**src/rtl/eq1_always_amisha_pkg.sv**
```systemverilog
// Shared defaults for the eq1_always_amisha compare stage.
package eq1_always_amisha_pkg;

    // Default operand width gives the classic 1-bit comparator.
    localparam int DEF_WIDTH = 1;

    // Default width of the saturating mismatch counter.
    localparam int DEF_CNT_W = 8;

endpackage

```
**src/rtl/eq1_always_amisha_cell.sv**
```systemverilog
// One-bit equality cell: p is high when a and b carry the same value.
module eq1_cell_amisha (
    input  logic a,
    input  logic b,
    output logic p
);

    // Sum-of-products form: both low or both high.
    always_comb begin
        p = (~a & ~b) | (a & b);
    end

endmodule

```
**src/rtl/eq1_always_amisha.sv**
```systemverilog
// Leaf equality compare stage with a registered result and a saturating
// count of enabled cycles on which the operands differed.
module eq1_always_amisha
    import eq1_always_amisha_pkg::*;
#(
    parameter int WIDTH = DEF_WIDTH,
    parameter int CNT_W = DEF_CNT_W
) (
    input  logic             clk_amisha,
    input  logic             rst_amisha,
    input  logic             en_amisha,
    input  logic [WIDTH-1:0] i0_amisha,
    input  logic [WIDTH-1:0] i1_amisha,
    output logic             eq_amisha,
    output logic             eq_q_amisha,
    output logic [CNT_W-1:0] mis_cnt_amisha
);

    logic [WIDTH-1:0] p_vec;

    for (genvar i = 0; i < WIDTH; i++) begin : g_cell
        eq1_cell_amisha u_cell (
            .a (i0_amisha[i]),
            .b (i1_amisha[i]),
            .p (p_vec[i])
        );
    end

    // Operands are equal only when every bit cell reports a match.
    always_comb begin
        eq_amisha = &p_vec;
    end

    // Registered result and mismatch counter; the counter sticks at all-ones
    // until reset so a downstream consumer never sees it wrap back to zero.
    always_ff @(posedge clk_amisha) begin
        if (rst_amisha) begin
            eq_q_amisha    <= 1'b0;
            mis_cnt_amisha <= '0;
        end else if (en_amisha) begin
            eq_q_amisha <= eq_amisha;
            if (!eq_amisha && (mis_cnt_amisha != '1)) begin
                mis_cnt_amisha <= mis_cnt_amisha + 1'b1;
            end
        end
    end

endmodule

```
**config.mk**
```make
export PLATFORM = sky130hd
export DESIGN_NAME = eq1_always_amisha
export DESIGN_NICKNAME = d
export VERILOG_FILES = /design/src/rtl/eq1_always_amisha_pkg.sv /design/src/rtl/eq1_always_amisha_cell.sv /design/src/rtl/eq1_always_amisha.sv
export SDC_FILE = /design/constraint.sdc
export NUM_CORES = 1
export LEC_CHECK = 0
export ABC_CLOCK_PERIOD_IN_PS = 2000
export CAP_MARGIN = 40
export CORE_AREA = 10 10 47 49
export CTS_BUF_LIST = sky130_fd_sc_hd__clkbuf_8
export DETAILED_ROUTE_END_ITERATION = 10
export DIE_AREA = 0 0 57 59
export GPL_TIMING_DRIVEN = 0
export PLACE_DENSITY = 0.57
export SLEW_MARGIN = 15
export SYNTH_ARGS = -nofsm -noshare
export SYNTH_HDL_FRONTEND = slang
export SYNTH_SLANG_ARGS = --single-unit
export TNS_END_PERCENT = 50
```
**constraint.sdc**
```tcl
create_clock -name clk_amisha -period 2 [get_ports clk_amisha]
set_clock_uncertainty 0.15 [all_clocks]
set_input_delay 0.4 -clock clk_amisha [delete_from_list [all_inputs] [get_ports clk_amisha]]
set_output_delay 0.4 -clock clk_amisha [all_outputs]
set_load 0.01 [all_outputs]
```
Word-level counts from Yosys, hierarchy flattened. Cells that the tools add are included.

Add/sub/neg operators: 1. Equal/unequal tests: 1. Bitwise logic cells: 5. Reductions and logical operators: 3.

Operator list (count): adder 8 x 1 -> 8 bit (second input constant) (1); inequality test 8 bit (second input constant) (1); AND 1 bit (2); NOT 1 bit (2); AND reduction 2 bit (1); logical AND 1 bit (1); logical NOT 1 bit (1); bitwise OR 1 bit (1).

Bits in registers: 9. Input port bits: 5. Output and inout port bits: 10. Logic and storage cells: 12.

Longest topological paths before layout. Gate-level depths: netlist of run 1.

Word-level depth: 6. Mapped depth: 5. Depth with buffers taken out: 5.

Cells and area by module. A second synthesis of run 1 with hierarchy kept.

Cells, all modules: 46. Area total of the unflattened synthesis: 440.4 µm².

Modules (own cells, without submodules): eq1_always_amisha (times used 1, cells an instance 45, area an instance 431.7 µm², sequential area each 180.2 µm²); eq1_cell_amisha (times used 1, cells an instance 1, area an instance 8.8 µm², sequential area each 0.0 µm²).

Worst setup path before layout of run 1. Ideal clock, no wire load.

Path kind: register to register. From: reg mis_cnt_amisha[0]. To: reg mis_cnt_amisha[5]. Library setup time: 70 ps. Data arrival time: 1422 ps. Data required time: 1780 ps. Slack: 358 ps. Cell stages (with the launch flop): 6. Buffers on the path: 0. Period minus slack after synthesis: 1642 ps. Cell sequence: dfxtp_1 > ha_1 > nand3_1 > o211ai_4 > or4_1 > a21oi_1.

Cells in the longest elaborated chain, start to end: 3. Elaborated cells between the ends (all ways): 4. Classes of those cells: add/sub: 1; eq/ne: 1; reduce/logical: 2.

RTL lines: start, declared (RTL line eq1_always_amisha.sv:16) `output logic [CNT_W-1:0] mis_cnt_amisha`; start signal, assigned (RTL line eq1_always_amisha.sv:43) `mis_cnt_amisha <= mis_cnt_amisha + 1'b1;`; parallel branches: the longest is 3 deep, another holds adder 8 x 1 -> 8 bit.

Parallel ways; which one is timed is not known. A chain may end at the register's enable or synchronous reset.

Worst setup path in the final report of run 1.
From: reg mis_cnt_amisha[2]. To: out mis_cnt_amisha[2].

No word-level cell between the ends.

==> results of run 1 <==
## flip-flops by register name, indices dropped and copies added, names as in the netlist
name / cells
eq_q_amisha: 1
mis_cnt_amisha: 8
## routing by layer
metal  wire length [um]  part of all wire [%]  vias up  GRT usage (%)
li1                   -                     -      216              -
met1                422                    40      208           7.21
met2                468                    44       17           11.0
met3                143                    14        2           5.15
met4                 24                   2.3        0           4.03
met5                  0                     0        -              0
## repair_timing
item | CTS | global route
buffers inserted | 1 | 2
pin swaps | 1 | 2
hold endpoints to repair | 0 | 0
resized for setup | 1 | 5
hold buffers | 0 | 0
endpoints found under the setup margin | 2 | 3
## cell usage after synthesis (all sizes together)
cell and count:
dfxtp 9, nand4 2, mux2i 1, o31ai 1, nand2 3, nand3 4, or3 2, or4b 1
inv 1, a21oi 4, and3 1, o2111ai 1, o21ai 2, or4 1, a211oi 1, o211ai 1
o41ai 1, ha 1, buf 1, xor2 4, nor2 6
## how the worst max path moves through the flow
stage                                               from                             end  slack, ps  cells after the start
after floorplan           mis_cnt_amisha[0]$_SDFFE_PP0P_  mis_cnt_amisha[5]$_SDFFE_PP0P_        360                      5
after global placement                         i1_amisha                       eq_amisha       -300                      4
after detailed placement                       i0_amisha                       eq_amisha       -310                      4
after CTS                                      i0_amisha  mis_cnt_amisha[7]$_SDFFE_PP0P_         20                      6
after global routing      mis_cnt_amisha[2]$_SDFFE_PP0P_               mis_cnt_amisha[2]        120                      1
final                     mis_cnt_amisha[2]$_SDFFE_PP0P_               mis_cnt_amisha[2]        190                      1
## final cells by class
type                    count  area [um^2]
multi-input cells          37          260
inverters                   1         3.75
clock inverters             1         3.75
clock buffers               3         41.3
repair buffers             16          160
plain buffers               1         3.75
well taps                  16         20.0
fillers                   147          728
flip-flops and latches      9          180
## power by group through the flow
stage,logic [mW],clock network [mW],registers [mW]
2_1_floorplan,0.0216,0,0.196
3_3_place_gp,0.0506,0,0.194
3_5_place_dp,0.0514,0,0.194
4_1_cts,0.0532,0.212,0.191
5_1_grt,0.0634,0.224,0.192
6_report,0.0574,0.211,0.190
## logic make-up (layout without fill, tap and decap cells)
kind of cell | count (synthesis) | after routing | share of synthesized area, %
buffers and inverters | 2 | 22 | 1.70
AOI/OAI and AO/OA | 11 | 11 | 19.0
adders and majority gates | 1 | 1 | 2.84
muxes | 1 | 1 | 2.27
and+or+nand+nor | 20 | 20 | 23.6
DFF | 9 | 9 | 40.9
xor gates and xnor gates | 4 | 4 | 9.66
## metrics by stage
stage	std cells	power (mW)	hold WS [ps]
after detailed placement	77	0.246	348
after global placement	77	0.245	337
after floorplan	48	0.217	346
after global routing	84	0.479	382
final	84	0.459	349
after CTS	82	0.456	354
==> impl_metrics.toml, run 1 <==
[floorplan]
start_util_pct = 31.4
die_x_um = 57
row_count = 14
boundaryPins = 15
core-area_um2 = 1400
die_h_um = 59
dieArea_um2 = 3360

[clock_network]
cts_buffers = 3
cts_buffer_depth = 2
clkSlewWorstSetupHoldPaths_ps = 40
worstSkewPairLatency_ps = 240
htree_levels = 1
clock_sinks = 9
cts_tree = "done"
cts-root-buf = "clkbuf_8"

[finish]
final_cell_mix = "10 x clkdlybuf4s50_1, 9 x dfxtp_1, 6 x nor2_1"
synthToLayoutAreaGrowth_pct = 52.8
nNetsFinal = 75
num_antenna_cells = 0
final_area_um2 = 673
fin_util_pct = 48.0
final_common_cell = "clkdlybuf4s50_1"
layout-drive-gt1-share_pct = 16.2

[global_routing]
antenna_found_initial = 0
grt_max_degree = 10
gr-total-overflow = 0
grt_pass1_wl_mm = 1.97
grt_use_total_pct = 7.25
grt_pass1_vias = 465

[worst_setup_path]
crit-reg2reg-launch = "mis_cnt_amisha[0]$_SDFFE_PP0P_"
crit_arrival_ps = 1260
r2r_setup_slack_ps = 280
critPathLaunchType = "flop"
reg2reg_depth = 5
r2r-end = "mis_cnt_amisha[7]$_SDFFE_PP0P_"
slowest_stage = "clkdlybuf4s50_1"
crit_chain = "clkdlybuf4s50_1"
critPathTopFamily = "buffers and inverters"
worst-path-buf-inv = 1
critPathMaxStageDelay_ps = 590
worst-setup-path-type = "reg2out"
required_ps = 1450
cp_max_fo = 7
worstSetupEndpointType = "output pin"

[power_and_ir_drop]
p_comb_share_pct = 12.5
intPower_uw = 350
clockPowerShare_pct = 46.0
power.share.sequential_pct = 41.5
powerDensity_nw_per_um2 = 681
p_sw_uw = 108
ir_worst_vdd_mv = 0.447
switching_share_pct = 23.6
p_leak_nw = 0.264

[routing]
routed_wl_mm = 1.06
ant_nets = 0
wl_per_cell_um = 12.6
viasPerCell = 5.27
vias = 443
drtIter0Drc = 7
remaining_drc_errors = 0
dr.pass1.iters = 4

[placed_design]
postPlaceCellArea_um2 = 591
io_buffers = 13
dpl.hpwl_um = 787
post-place-ws_ps = -306
gp_congestion = 0.718

[worst_hold_path]
hp-start = "eq_q_amisha$_SDFFE_PP0P_"
worstHoldEndpoint = "eq_q_amisha$_SDFFE_PP0P_"
hold_path.class = "reg2reg"
whs_path_depth = 2

[sta]
rsz0062_at_grt = "false"
fin_ws_ps = 187
worstMarginPinSlew_ps = 435
finalMaxSlewViolations = 0
post-route-period-util_pct = 90.6
fmax_ghz = 0.552
final.setup.tns_ps = 0
setup_viol = 0
finalHoldViolCount = 0
slew_headroom_pct = 71.0
fin_crit_ps = 1810

[synth]
syn_avg_cell_area_um2 = 9.18
synthesis.nets = 54
yosysWarningCount = 0
synth_top_area_share_pct = 40.9
synth-seq-cells = 9
synth.distinct_cells = 23
yosysSeqAreaShare_pct = 40.9
netlist_instances = 48
syn_area_um2 = 440
yosysTopAreaCell = "dfxtp_1"
synthTopCellsByArea = "dfxtp_1 41%, xor2_1 6.0%, nor2_1 5.1%, o211ai_4 4.8%, a21oi_1 4.5%"

[flow_run]
maxCapViolCount = 0

[run_status]
status = "completed"
(Power assumes the default switching activity.)
==> inputs of run 2 (changes only) <==
--- a/config.mk
+++ b/config.mk
@@ -5,14 +5,14 @@
 export SDC_FILE = /design/constraint.sdc
 export NUM_CORES = 1
 export LEC_CHECK = 0
-export ABC_CLOCK_PERIOD_IN_PS = 2000
+export ABC_CLOCK_PERIOD_IN_PS = 1650
 export CAP_MARGIN = 40
 export CORE_AREA = 10 10 47 49
 export CTS_BUF_LIST = sky130_fd_sc_hd__clkbuf_8
 export DETAILED_ROUTE_END_ITERATION = 10
 export DIE_AREA = 0 0 57 59
 export GPL_TIMING_DRIVEN = 0
-export PLACE_DENSITY = 0.57
+export PLACE_DENSITY = 0.6
 export SLEW_MARGIN = 15
 export SYNTH_ARGS = -nofsm -noshare
 export SYNTH_HDL_FRONTEND = slang
==> constraint.sdc (replaced) <==
create_clock -name clk_amisha -period 1.65 [get_ports clk_amisha]
set_clock_uncertainty 0.15 [all_clocks]
set_input_delay 0.33 -clock clk_amisha [delete_from_list [all_inputs] [get_ports clk_amisha]]
set_output_delay 0.33 -clock clk_amisha [all_outputs]
set_load 0.01 [all_outputs]
==> run 2 against run 1 <==
Effect of this change:
- clock-buffer cell count unchanged
- power grew 21%
- combinational power rose by 30%
- sequential share of layout area fell by 1.2 points
- wire length up 11%
- utilization grew 4.3 points
- largest cell class unchanged
- highest routed layer unchanged
==> impl_metrics.toml, run 2 (same netlist as run 1, synthesis figures left out) <==
[sta]
finalHoldViolCount = 0
hold-worst-slack_ps = 341
fmax_ghz = 0.631
worstMarginPinSlew_ps = 494
final.setup.tns_ps = 0
rsz0062_at_grt = "true"
setup_viol = 0
finalMaxSlewViolations = 0
fin_crit_ps = 1580
post-route-period-util_pct = 96.0
slew_headroom_pct = 67.0

[global_routing]
grt_pass1_wl_mm = 1.99
gr-total-overflow = 0
grt_pass1_vias = 480
grt_max_degree = 10
grt_use_total_pct = 7.37
antenna_found_initial = 0

[worst_setup_path]
critPathLaunchType = "input pin"
crit_arrival_ps = 1600
cp_max_fo = 5
worst-setup-path-type = "in2reg"
worstSetupEndpointType = "flop"
required_ps = 1660

[routing]
dr.pass1.iters = 5
vias = 456
drtIter0Drc = 4
ant_nets = 0
viasPerCell = 5.24
routed_wl_mm = 1.17
wl_per_cell_um = 13.5
remaining_drc_errors = 0

[finish]
final_area_um2 = 733
fin_util_pct = 52.3
top_regs = "mis_cnt_amisha: 8 flops, eq_q_amisha: 1 flops"
synthToLayoutAreaGrowth_pct = 66.5
final_cell_mix = "8 x dlygate4sd2_1, 6 x nor2_1, 5 x dfxtp_1, 5 x buf_4"
fill_cells = 140
final_common_cell = "dlygate4sd2_1"
nNetsFinal = 78
layout-drive-gt1-share_pct = 32.4
largest_register_ffs = 8
largest-register = "mis_cnt_amisha"
num_antenna_cells = 0

[clock_network]
clkSlewWorstSetupHoldPaths_ps = 40
cts_buffers = 3
cts_tree = "done"
worstSkewPairLatency_ps = 230
clock_sinks = 9
htree_levels = 1
ctsHoldBuffers = 0
cts-root-buf = "clkbuf_8"
cts_buffer_depth = 2

[floorplan]
start_util_pct = 31.4
die_x_um = 57
die_h_um = 59
dieArea_um2 = 3360
row_count = 14
core-area_um2 = 1400
boundaryPins = 15

[placed_design]
dpl.hpwl_um = 798
gp_congestion = 0.760
io_buffers = 13
postPlaceCellArea_um2 = 591

[power_and_ir_drop]
power_uw = 557
p_leak_nw = 0.341
ir_worst_vdd_mv = 0.462
powerDensity_nw_per_um2 = 759

[flow_run]
maxCapViolCount = 0

[worst_hold_path]
hold_path.class = "reg2reg"

[run_status]
status = "completed"
==> run 2: changes by cell type in the layout (fill, tap and decap cells not counted), moves of 2 or more <==
| cell | delta |
|---|---|
| dfxtp_2 | +3 |
| dfxtp_1 | -4 |
| a21oi_2 | +2 |
| clkdlybuf4s50_1 | -9 |
| dlygate4sd2_1 | +7 |
| buf_4 | +3 |
| a21oi_1 | -2 |
==> run 2: power breakdown <==
group          switching, mW  internal (mW)
clock                 0.0860          0.162
sequential           0.00889          0.225
combinational         0.0338         0.0409
total                  0.129          0.428
==> run 2: per-stage QoR <==
step	setup WS (ps)	std cells
2_1_floorplan	7.84	48
3_3_place_gp	-512	77
3_5_place_dp	-529	77
4_1_cts	0.365	85
5_1_grt	-30.1	87
6_report	65.6	87
==> run 2: worst paths after layout <==
kind,start,end,slack (ps),depth (start not counted)
worst max-delay path,i0_amisha,mis_cnt_amisha[5]$_SDFFE_PP0P_,70,6
worst min-delay path,mis_cnt_amisha[7]$_SDFFE_PP0P_,mis_cnt_amisha[7]$_SDFFE_PP0P_,340,2
worst max register to register,mis_cnt_amisha[0]$_SDFFE_PP0P_,mis_cnt_amisha[5]$_SDFFE_PP0P_,70,5
worst min register to register,mis_cnt_amisha[7]$_SDFFE_PP0P_,mis_cnt_amisha[7]$_SDFFE_PP0P_,340,2
==> run 2: cell type report <==
cell class              instances  area [um^2]  share of cell area [%]
clock inverters                 1         3.75                   0.512
flip-flops and latches          9          188                    25.6
well taps                      16         20.0                    2.73
multi-input cells              37          297                    40.4
repair buffers                 19          176                    24.1
inverters                       1         3.75                   0.512
plain buffers                   1         3.75                   0.512
clock buffers                   3         41.3                    5.63
==> run 2: critical path, cell delays in order <==
cell,delay (ps)
dlygate4sd2_1,250
xor2_2,140
buf_4,150
o211ai_4,90
or4_1,500
a21oi_2,140
==> run 2: timing repair <==
action / CTS / global route
gates cloned: 0 / 0
endpoints found under the setup margin: 11 / 8
pin swaps: 3 / 5
setup buffers: 4 / 2
resized for setup: 13 / 15
==> run 2: routing by layer <==
metal,global-route usage (%),routed length (um)
met5,0,0
met4,5.03,18
met3,4.51,96
met2,12.1,571
met1,6.71,487
